### src/rtl/apb_uart_arbiter_if.sv
`default_nettype none
// ============================================================================
//  Module  : apb_uart_arbiter_if
//  Brief   : APB master-side bundle between the core arbiter and the UART
//            slave. The master modport drives the request phase; the slave
//            modport returns read data and PREADY.
//  Rev     : 1.0  initial release
// ============================================================================
interface apb_uart_arbiter_if #(
    parameter int BUS_WIDTH = 16
);
    logic [1:0]           M_PADDR;
    logic                 M_PWRITE;
    logic                 M_PSELx;
    logic                 M_PENABLE;
    logic [BUS_WIDTH-1:0] M_PWDATA;
    logic [BUS_WIDTH-1:0] M_PRDATA;
    logic                 M_PREADY;

    modport master (
        output M_PADDR,
        output M_PWRITE,
        output M_PSELx,
        output M_PENABLE,
        output M_PWDATA,
        input  M_PRDATA,
        input  M_PREADY
    );

    modport slave (
        input  M_PADDR,
        input  M_PWRITE,
        input  M_PSELx,
        input  M_PENABLE,
        input  M_PWDATA,
        output M_PRDATA,
        output M_PREADY
    );
endinterface
`default_nettype wire

### src/rtl/apb_uart_arbiter.sv
`default_nettype none
// ============================================================================
//  Module  : apb_uart_arbiter
//  Brief   : Round-robin arbiter sharing one APB UART slave among NUM_REQ
//            cores. Optional per-core lock keeps ownership across transfers;
//            a watchdog bounds the PREADY wait. All outputs are registered.
//  Rev     : 1.0  initial release
// ============================================================================
module apb_uart_arbiter #(
    parameter int BUS_WIDTH = 16,
    parameter int NUM_REQ   = 4,
    parameter int TIMEOUT   = 1023
) (
    input  wire logic                           clk,
    input  wire logic                           reset,      // active low, async
    input  wire logic [NUM_REQ-1:0]             req_valid,
    input  wire logic [NUM_REQ-1:0]             req_write,
    input  wire logic [NUM_REQ-1:0]             req_lock,
    input  wire logic [NUM_REQ*2-1:0]           req_addr,
    input  wire logic [NUM_REQ*BUS_WIDTH-1:0]   req_wdata,
    output logic      [NUM_REQ-1:0]             req_ready,
    output logic      [NUM_REQ-1:0]             req_err,
    output logic      [BUS_WIDTH-1:0]           rsp_rdata,
    output logic      [$clog2(NUM_REQ)-1:0]     grant_id,
    output logic                                busy,
    apb_uart_arbiter_if.master                  apb
);

    localparam int              ID_W       = $clog2(NUM_REQ);
    localparam logic [ID_W-1:0] C_RR_RESET = ID_W'(NUM_REQ - 1);
    localparam logic [15:0]     C_WD_LAST  = 16'(TIMEOUT - 1);

    typedef enum logic [1:0] {
        S_IDLE   = 2'd0,
        S_SETUP  = 2'd1,
        S_ACCESS = 2'd2,
        S_DONE   = 2'd3
    } state_t;

    state_t                 state_q,      state_d;
    logic [ID_W-1:0]        rr_ptr_q,     rr_ptr_d;
    logic                   lock_valid_q, lock_valid_d;
    logic [ID_W-1:0]        lock_owner_q, lock_owner_d;
    logic [15:0]            wd_q,         wd_d;
    logic [1:0]             paddr_q,      paddr_d;
    logic                   pwrite_q,     pwrite_d;
    logic [BUS_WIDTH-1:0]   pwdata_q,     pwdata_d;
    logic                   psel_q,       psel_d;
    logic                   penable_q,    penable_d;
    logic [NUM_REQ-1:0]     req_ready_q,  req_ready_d;
    logic [NUM_REQ-1:0]     req_err_q,    req_err_d;
    logic [BUS_WIDTH-1:0]   rsp_rdata_q,  rsp_rdata_d;
    logic [ID_W-1:0]        grant_id_q,   grant_id_d;
    logic                   busy_q,       busy_d;

    logic                   lock_hold;
    logic [NUM_REQ-1:0]     eligible;
    logic                   arb_found;
    logic [ID_W-1:0]        arb_idx;
    logic [ID_W-1:0]        scan_idx;

    // While a live lock exists only its owner may compete for the bus.
    always_comb begin
        lock_hold = lock_valid_q && req_lock[lock_owner_q];
        eligible  = lock_hold ? (req_valid & (NUM_REQ'(1) << lock_owner_q)) : req_valid;
    end

    // Round-robin scan starting one past the last winner.
    always_comb begin
        arb_found = 1'b0;
        arb_idx   = rr_ptr_q;
        scan_idx  = rr_ptr_q;
        for (int k = 1; k <= NUM_REQ; k++) begin
            scan_idx = ID_W'((int'(rr_ptr_q) + k) % NUM_REQ);
            if (!arb_found && eligible[scan_idx]) begin
                arb_found = 1'b1;
                arb_idx   = scan_idx;
            end
        end
    end

    // Next-state and next-output computation for the APB sequencer.
    always_comb begin
        state_d      = state_q;
        rr_ptr_d     = rr_ptr_q;
        lock_valid_d = lock_valid_q;
        lock_owner_d = lock_owner_q;
        wd_d         = wd_q;
        paddr_d      = paddr_q;
        pwrite_d     = pwrite_q;
        pwdata_d     = pwdata_q;
        rsp_rdata_d  = rsp_rdata_q;
        grant_id_d   = grant_id_q;
        req_ready_d  = '0;
        req_err_d    = '0;

        case (state_q)
            S_IDLE: begin
                // A lock whose owner stopped asking for it is dropped here,
                // and the same cycle arbitrates normally.
                if (lock_valid_q && !req_lock[lock_owner_q]) begin
                    lock_valid_d = 1'b0;
                end
                if (arb_found) begin
                    grant_id_d = arb_idx;
                    rr_ptr_d   = arb_idx;
                    paddr_d    = req_addr[int'(arb_idx)*2 +: 2];
                    pwrite_d   = req_write[arb_idx];
                    pwdata_d   = req_wdata[int'(arb_idx)*BUS_WIDTH +: BUS_WIDTH];
                    state_d    = S_SETUP;
                end
            end
            S_SETUP: begin
                state_d = S_ACCESS;
            end
            S_ACCESS: begin
                wd_d = wd_q + 16'd1;
                // Only a clean 1 counts as ready; Z/X fall to the else path.
                if (apb.M_PREADY == 1'b1) begin
                    rsp_rdata_d             = apb.M_PRDATA;
                    req_ready_d[grant_id_q] = 1'b1;
                    state_d                 = S_DONE;
                end else if ((TIMEOUT != 0) && (wd_q == C_WD_LAST)) begin
                    req_ready_d[grant_id_q] = 1'b1;
                    req_err_d[grant_id_q]   = 1'b1;
                    state_d                 = S_DONE;
                end
            end
            S_DONE: begin
                wd_d         = '0;
                lock_valid_d = req_lock[grant_id_q];
                lock_owner_d = grant_id_q;
                state_d      = S_IDLE;
            end
            default: begin
                state_d = S_IDLE;
            end
        endcase

        psel_d    = (state_d == S_SETUP) || (state_d == S_ACCESS);
        penable_d = (state_d == S_ACCESS);
        busy_d    = (state_d != S_IDLE);
    end

    // State and registered outputs; reset clears everything immediately.
    always_ff @(posedge clk or negedge reset) begin
        if (!reset) begin
            state_q      <= S_IDLE;
            rr_ptr_q     <= C_RR_RESET;
            lock_valid_q <= 1'b0;
            lock_owner_q <= '0;
            wd_q         <= '0;
            paddr_q      <= '0;
            pwrite_q     <= 1'b0;
            pwdata_q     <= '0;
            psel_q       <= 1'b0;
            penable_q    <= 1'b0;
            req_ready_q  <= '0;
            req_err_q    <= '0;
            rsp_rdata_q  <= '0;
            grant_id_q   <= '0;
            busy_q       <= 1'b0;
        end else begin
            state_q      <= state_d;
            rr_ptr_q     <= rr_ptr_d;
            lock_valid_q <= lock_valid_d;
            lock_owner_q <= lock_owner_d;
            wd_q         <= wd_d;
            paddr_q      <= paddr_d;
            pwrite_q     <= pwrite_d;
            pwdata_q     <= pwdata_d;
            psel_q       <= psel_d;
            penable_q    <= penable_d;
            req_ready_q  <= req_ready_d;
            req_err_q    <= req_err_d;
            rsp_rdata_q  <= rsp_rdata_d;
            grant_id_q   <= grant_id_d;
            busy_q       <= busy_d;
        end
    end

    assign req_ready     = req_ready_q;
    assign req_err       = req_err_q;
    assign rsp_rdata     = rsp_rdata_q;
    assign grant_id      = grant_id_q;
    assign busy          = busy_q;
    assign apb.M_PADDR   = paddr_q;
    assign apb.M_PWRITE  = pwrite_q;
    assign apb.M_PSELx   = psel_q;
    assign apb.M_PENABLE = penable_q;
    assign apb.M_PWDATA  = pwdata_q;

endmodule
`default_nettype wire

### src/flat_wrapper.sv
// flat-port wrapper written by rule: the top's interface ports become plain ports
module apb_uart_arbiter_flat 
#(
    parameter int BUS_WIDTH = 16,
    parameter int NUM_REQ   = 4,
    parameter int TIMEOUT   = 1023
)
  (clk, reset, req_valid, req_write, req_lock, req_addr, req_wdata, req_ready, req_err, rsp_rdata, grant_id, busy, apb_M_PADDR, apb_M_PWRITE, apb_M_PSELx, apb_M_PENABLE, apb_M_PWDATA, apb_M_PRDATA, apb_M_PREADY);
  apb_uart_arbiter_if #(.BUS_WIDTH(BUS_WIDTH)) apb_i ();
  input  wire logic clk;
  input  wire logic reset;
  input  wire logic [NUM_REQ-1:0] req_valid;
  input  wire logic [NUM_REQ-1:0] req_write;
  input  wire logic [NUM_REQ-1:0] req_lock;
  input  wire logic [NUM_REQ*2-1:0] req_addr;
  input  wire logic [NUM_REQ*BUS_WIDTH-1:0] req_wdata;
  output logic      [NUM_REQ-1:0] req_ready;
  output logic      [NUM_REQ-1:0] req_err;
  output logic      [BUS_WIDTH-1:0] rsp_rdata;
  output logic      [$clog2(NUM_REQ)-1:0] grant_id;
  output logic busy;
  output wire logic [$bits(apb_i.M_PADDR)-1:0] apb_M_PADDR;
  output wire logic [$bits(apb_i.M_PWRITE)-1:0] apb_M_PWRITE;
  output wire logic [$bits(apb_i.M_PSELx)-1:0] apb_M_PSELx;
  output wire logic [$bits(apb_i.M_PENABLE)-1:0] apb_M_PENABLE;
  output wire logic [$bits(apb_i.M_PWDATA)-1:0] apb_M_PWDATA;
  input wire logic [$bits(apb_i.M_PRDATA)-1:0] apb_M_PRDATA;
  input wire logic [$bits(apb_i.M_PREADY)-1:0] apb_M_PREADY;
  assign apb_M_PADDR = apb_i.M_PADDR;
  assign apb_M_PWRITE = apb_i.M_PWRITE;
  assign apb_M_PSELx = apb_i.M_PSELx;
  assign apb_M_PENABLE = apb_i.M_PENABLE;
  assign apb_M_PWDATA = apb_i.M_PWDATA;
  assign apb_i.M_PRDATA = apb_M_PRDATA;
  assign apb_i.M_PREADY = apb_M_PREADY;
  apb_uart_arbiter #(.BUS_WIDTH(BUS_WIDTH), .NUM_REQ(NUM_REQ), .TIMEOUT(TIMEOUT)) u_core (.clk(clk), .reset(reset), .req_valid(req_valid), .req_write(req_write), .req_lock(req_lock), .req_addr(req_addr), .req_wdata(req_wdata), .req_ready(req_ready), .req_err(req_err), .rsp_rdata(rsp_rdata), .grant_id(grant_id), .busy(busy), .apb(apb_i));
endmodule
### config.mk
export PLATFORM = sky130hd
export DESIGN_NAME = apb_uart_arbiter_flat
export DESIGN_NICKNAME = d
export VERILOG_FILES = /design/src/rtl/apb_uart_arbiter_if.sv /design/src/rtl/apb_uart_arbiter.sv /design/src/flat_wrapper.sv
export SDC_FILE = /design/constraint.sdc
export NUM_CORES = 1
export LEC_CHECK = 0
export BUFFER_PORTS_ARGS = -buffer_cell sky130_fd_sc_hd__buf_2
export CORE_UTILIZATION = 55
export CTS_BUF_LIST = sky130_fd_sc_hd__clkbuf_2
export DETAILED_ROUTE_END_ITERATION = 8
export GPL_TIMING_DRIVEN = 0
export PLACE_DENSITY = 0.85
export SYNTH_ARGS = -nofsm -noshare
export SYNTH_HDL_FRONTEND = slang
export SYNTH_SLANG_ARGS = --single-unit
### constraint.sdc
create_clock -name clk -period 3.8 [get_ports clk]
set_input_delay 0.38 -clock clk [delete_from_list [all_inputs] [get_ports clk]]
set_output_delay 0.38 -clock clk [all_outputs]
set_load 0.03 [all_outputs]
# --- Word level (Yosys, flattened, before mapping) ---
# Cells that the tools add are included.
# W data, S select, Z words.
op_classes:
  eq_ne: 7
  order_cmp: 8
  muxes: 37
  n_bitwise: 1
  reduce_logical: 18
  addsub: 5
  n_shift: 3
ops:
  columns: ["operator", "n"]
  rows:
  - ["$shiftx A64 B7 Y16", 1]
  - ["$pmux W16 S2", 1]
  - ["$mux W4", 6]
  - ["$lt A2 B3 Y1 const B", 7]
  - ["$add A16 B1 Y16 const B", 1]
  - ["$eq A16 B10 Y1 const B", 1]
  - ["$bmux W1 S2", 7]
  - ["$mux W2", 7]
  - ["$mux W1", 13]
  - ["$pmux W2 S4", 1]
  - ["$shiftx A8 B4 Y2", 1]
  - ["$eq A2 B2 Y1 const B", 3]
  - ["$logic_and A1 B1 Y1", 6]
  - ["$reduce_and A2 Y1", 3]
  - ["$reduce_bool A2 Y1", 3]
  - ["$add A2 B1 Y2 const B", 2]
  - ["$add A2 B2 Y2 const B", 2]
  - ["$and A4 B4 Y4", 1]
  - ["$eq A2 B1 Y1 const B", 2]
  - ["$logic_not A1 Y1", 4]
  - ["$shl A1 B2 Y4 const A", 1]
  - ["$demux W1 S2", 1]
  - ["$ge A2 B1 Y1 const B", 1]
  - ["$logic_not A2 Y1", 1]
  - ["other kinds (3)", 3]
totals:
  word_cells: 94
  inputBits: 103
  ff_bits: 71

# --- Logic depth before layout (Yosys ltp) ---
depth:
  word_depth: 20
  depth_mapped: 10

# --- Least setup slack after synthesis ---
# OpenSTA, ideal clock, no wires.
synth_timing:
  path_kind: "register to register"
  start: "reg u_core.lock_owner_q[1]"
  end: "reg u_core.paddr_q[0] (netlist: u_core.apb.M_PADDR[0])"
  n_path_buf: 4
  stages_incl_launch_ff: 11
  arrival_ns: 2.199
  t_required_ns: 3.713
  path_slack_ns: 1.514
  setup_ns: 0.087
  cell_sequence: "dfrtp_1 > buf_4 > mux2i_1 > o211a_1 > o211a_1 > buf_6 > a211o_4 > buf_8 > buf_6 > mux2i_1 > a211oi_2"
synth_between:
  elab_chain_len: 17
  word_cells_on_any_way: 30
synth_lines:
  columns: ["item", "line_no", "text"]
  rows:
  - ["start: declaration", "apb_uart_arbiter.sv:43", "logic [ID_W-1:0] lock_owner_q, lock_owner_d;"]
  - ["start signal: assignment", "apb_uart_arbiter.sv:167", "lock_owner_q <= lock_owner_d;"]
  - ["$bmux W1 S2", "apb_uart_arbiter.sv:64", "lock_hold = lock_valid_q && req_lock[lock_owner_q];"]
  - ["$mux W1 (not written as such)", "apb_uart_arbiter.sv:64", null]
  - ["$logic_and A1 B1 Y1", "apb_uart_arbiter.sv:64", null]
  - ["$mux W4 *", "apb_uart_arbiter.sv:65", "eligible = lock_hold ? (req_valid & (NUM_REQ'(1) << lock_owner_q)) : req_valid;"]
  - ["$bmux W1 S2", "apb_uart_arbiter.sv:75", "if (!arb_found && eligible[scan_idx]) begin"]
  - ["$mux W1 (not written as such)", "apb_uart_arbiter.sv:75", null]
  - ["$mux W1", "apb_uart_arbiter.sv:75", null]
  - ["$logic_not A1 Y1", "apb_uart_arbiter.sv:75", null]
  - ["$logic_and A1 B1 Y1", "apb_uart_arbiter.sv:75", null]
  - ["$mux W1", "apb_uart_arbiter.sv:75", null]
  - ["$logic_not A1 Y1", "apb_uart_arbiter.sv:75", null]
  - ["$logic_and A1 B1 Y1", "apb_uart_arbiter.sv:75", null]
  - ["$mux W1", "apb_uart_arbiter.sv:75", null]
  - ["$logic_not A1 Y1", "apb_uart_arbiter.sv:75", null]
  - ["$logic_and A1 B1 Y1", "apb_uart_arbiter.sv:75", null]
  - ["$mux W2 or $mux W1 (tied branches)", "apb_uart_arbiter.sv:75", null]
  - ["$shiftx A8 B4 Y2 or $reduce_and A2 Y1 (tied branches)", null, null]
  - ["end signal: assignment", "apb_uart_arbiter.sv:169", "paddr_q <= paddr_d;"]
  - ["end: declaration", "apb_uart_arbiter.sv:45", "logic [1:0] paddr_q, paddr_d;"]
# Mark *: on every way between the ends. The rest lies on a longest branch, timed or not. The select of a mux whose other input is x is not followed.
# A chain may end at the register's enable or synchronous reset.

# --- Final worst setup path ---
layout_timing:
  start: "reg u_core.lock_owner_q[0]"
  end: "reg u_core.pwdata_q[5] (netlist: u_core.apb.M_PWDATA[5])"
layout_between:
  elab_chain_len: 17
  word_cells_on_any_way: 30
layout_lines:
  columns: ["item", "line_no", "text"]
  rows:
  - ["$bmux W1 S2", "apb_uart_arbiter.sv:64", null]
  - ["$mux W1 (not written as such)", "apb_uart_arbiter.sv:64", null]
  - ["$logic_and A1 B1 Y1", "apb_uart_arbiter.sv:64", null]
  - ["$mux W4 *", "apb_uart_arbiter.sv:65", null]
  - ["$bmux W1 S2", "apb_uart_arbiter.sv:75", null]
  - ["$mux W1 (not written as such)", "apb_uart_arbiter.sv:75", null]
  - ["$mux W1", "apb_uart_arbiter.sv:75", null]
  - ["$logic_not A1 Y1", "apb_uart_arbiter.sv:75", null]
  - ["$logic_and A1 B1 Y1", "apb_uart_arbiter.sv:75", null]
  - ["$mux W1", "apb_uart_arbiter.sv:75", null]
  - ["$logic_not A1 Y1", "apb_uart_arbiter.sv:75", null]
  - ["$logic_and A1 B1 Y1", "apb_uart_arbiter.sv:75", null]
  - ["$mux W1", "apb_uart_arbiter.sv:75", null]
  - ["$logic_not A1 Y1", "apb_uart_arbiter.sv:75", null]
  - ["$logic_and A1 B1 Y1", "apb_uart_arbiter.sv:75", null]
  - ["$mux W2 or $mux W1 (tied branches)", "apb_uart_arbiter.sv:75", null]
  - ["$shiftx A64 B7 Y16 or $reduce_and A2 Y1 (tied branches)", null, null]
  - ["end signal: assignment", "apb_uart_arbiter.sv:171", "pwdata_q <= pwdata_d;"]
  - ["end: declaration", "apb_uart_arbiter.sv:47", "logic [BUS_WIDTH-1:0] pwdata_q, pwdata_d;"]
# Marked as above.

==> impl_metrics.toml <==
[setup_path]
endpoint = "u_core.apb.M_PWDATA[5]"
path_cells = "buf_2, nand2b_1, o2111ai_1, nor2_1, a211o_4, buf_8, buf_6, mux2i_1, a211oi_2"
critPathCaptureType = "flop"
crit_start = "u_core.lock_owner_q[0]"
crit_required_ns = 4.25
cp.arrival_ns = 3.13
cpLargestDelayFamily = "compound AO/OA/AOI/OAI gates"
start_kind = "flop"
r2r_start = "u_core.lock_owner_q[0]"
critPathMaxFanout = 10
path_depth = 9
rrSetupSlack_ns = 1.12
critical_path.slowest_cell = "o2111ai_1"
r2r_end = "u_core.apb.M_PWDATA[5]"
crit_buf_inv = 3
r2r_cells = 9
slowest_delay_ns = 0.69
critical_path_class = "flop to flop"

[detailed_routing]
wl_mm = 10.4
antenna_left = 0
route.detailed.wl_per_inst_um = 16.4
drt_iter0_drc = 184
drc = 0
vias = 3599
viasPerCell = 5.65
firstDrtPassIters = 4

[die]
initial_core_util_pct = 57.0
core_um2 = 7290
die_w_um = 89.0
fp.dieH_um = 89.0
placementRows = 31
design.die.area_um2 = 7910
ios = 151

[power_and_ir_drop]
peakVddDrop_mv = 0.504
finalPower_mw = 4.26
p_per_area_nw_per_um2 = 822
leakage_nw = 2.35

[sta]
fmax_mhz = 373
whs_ns = 0.0586
skew_ns = 0.0304
finalMaxSlewViolations = 0
tns_ns = 0
tightest_slew_ns = 0.888
setup_viol = 0
worst_slack_ns = 1.12
post-route-period-util_pct = 70.6
min_period_ns = 2.68
finalHoldViolCount = 0
slew_headroom_pct = 40.8
rsz0062_at_grt = "false"

[placement]
dp_hpwl_mm = 7.69
gp_congestion = 0.808
dpl_worst_slack_ns = 1.20
dpl_cell_area_um2 = 5040
io_buffers = 150

[finish]
drive_gt1_share_pct = 42.9
final_area_um2 = 5190
mostFrequentLayoutCells = "buf_2, dfrtp_1, nor2_1, a211oi_1, mux2i_1"
area_growth_syn_to_layout_pct = 24.7
finalNetCount = 644
fill_cells = 578
diodes = 0
layout_commonest_cell = "buf_2"

[logic_synthesis]
synth_compound_area_share_pct = 24.9
synth_area_um2 = 4160
synth.distinct_cells = 50
synthCells = 371
yosys.area_share.simple_pct = 11.1
synthAdderAreaFrac_pct = 2.41
muxShareOfSynthArea_pct = 11.3
syn_avg_cell_area_um2 = 11.2
yosysSeqAreaShare_pct = 42.8
synth-async-reset-ratio_pct = 100
synth-edff-count = 0
synth_xor_area_share_pct = 2.53
syn-num-nets = 482
ys_seq_elements = 71
yosysWarnings = 0
synthFlopType = "dfrtp_1"
synth_top_family_by_area = "compound AO/OA/AOI/OAI gates"

[clocking]
clockRootBuffer = "clkbuf_2"
cts_made_buffers = 9
postCtsSetupBuffers = 0
clock-sinks = 71
ctsResizeCount = 0
cts_buffer_depth = 2
hold_buffers = 1
h-tree-depth = 3
worstSkewPairLatency_ns = 0.53
cts_tree = "yes"
path_clk_slew_ns = 0.22

[global_routing]
grt_max_degree = 72
grt_pass1_vias = 3542
grt_remaining_overflow = 0
track_usage_pct = 27.4
grt_pass1_wl_mm = 16.2
antenna_found_initial = 0

[run_status]
status = "finished, final reports clean"

[min_path]
hold_path.class = "input pin to flop"

[flow_run]
maxCapViolations = 0
## routing by layer
layer | GRT usage, % | vias up | share of wire [%]
li1 | - | 1707 | -
met2 | 49.9 | 125 | 53
met4 | 10.7 | 0 | 1.5
met1 | 31.2 | 1753 | 39
met5 | 0 | - | 0
met3 | 6.56 | 14 | 6.3
## cell families after synthesis
family | Yosys count
fa+ha+maj | 8
buf+inv | 37
simple gates | 97
flops | 71
xor+xnor | 12
compound gates | 103
mux | 43
## area by class of cell
type                       count  area (um^2)  area share, %
buffer                        27          170           3.28
clock buffer                   9         45.0          0.869
clock inverter                 7         95.1           1.83
inverter                      10         37.5          0.724
multi-input combinational    263         2170           41.9
sequential                    71         1780           34.3
tap                           99          124           2.39
timing repair buffer         151          763           14.7
## Yosys cell counts (2+ instances only)
master      n  area (um^2)
dfrtp_1    69         1730
nor2_1     51          191
a211oi_1   26          195
mux2i_1    23          230
o21ai_0    21          105
mux2_2     18          203
clkbuf_1   14         52.6
a211oi_2   10          125
inv_1      10         37.5
nand2_1    10         37.5
xor2_1     10         87.6
a2111oi_2   9          135
a2111oi_4   9          248
ha_1        8          100
nand2b_1    7         43.8
nand4_1     7         43.8
a21oi_1     6         30.0
buf_6       6         67.6
nand3_1     5         25.0
buf_2       4         20.0
or3_1       4         25.0
and2_1      3         18.8
nor3_1      3         15.0
o211a_1     3         30.0
o211ai_1    3         22.5
a22oi_1     2         15.0
buf_4       2         15.0
dfstp_2     2         52.6
nand4b_1    2         17.5
o22ai_1     2         12.5
or4_1       2         15.0
xnor2_1     2         17.5
## flip-flops by register name (all words and copies together), names as in the netlist
signal / flops
u_core.apb.M_PADDR: 2
u_core.apb.M_PENABLE: 1
u_core.apb.M_PSELx: 1
u_core.apb.M_PWDATA: 16
u_core.apb.M_PWRITE: 1
u_core.busy: 1
u_core.grant_id: 2
u_core.lock_owner_q: 2
u_core.lock_valid_q: 1
u_core.req_err: 4
u_core.req_ready: 4
u_core.rr_ptr_q: 2
u_core.rsp_rdata: 16
u_core.state_q: 2
u_core.wd_q: 16
## power breakdown
part	leakage (nW)	total, mW	switching, mW	internal [mW]
clock network	0.0843	0.513	0.292	0.221
logic	1.39	2.55	1.60	0.951
registers	0.868	1.20	0.153	1.04
## metrics by stage
stage | instances | util, %
detailed placement | 620 | 69.1
finish | 637 | 71.1
global placement | 620 | 69.0
global route | 637 | 71.1
CTS | 637 | 71.1
floorplan | 371 | -
## worst min path at each step
stage                               from                    end  slack (ns)  cells after the start
CTS                     apb_M_PRDATA[12]   u_core.rsp_rdata[12]        0.03                      2
global placement    u_core.rsp_rdata[11]   u_core.rsp_rdata[11]        0.48                      1
floorplan                          reset  u_core.apb.M_PADDR[0]        0.08                      0
detailed placement  u_core.rsp_rdata[12]   u_core.rsp_rdata[12]        0.49                      1
finish                  apb_M_PRDATA[12]   u_core.rsp_rdata[12]        0.06                      2
global route            apb_M_PRDATA[15]   u_core.rsp_rdata[15]      0.0008                      2
No activity file was read; power rests on OpenSTA's default activity.
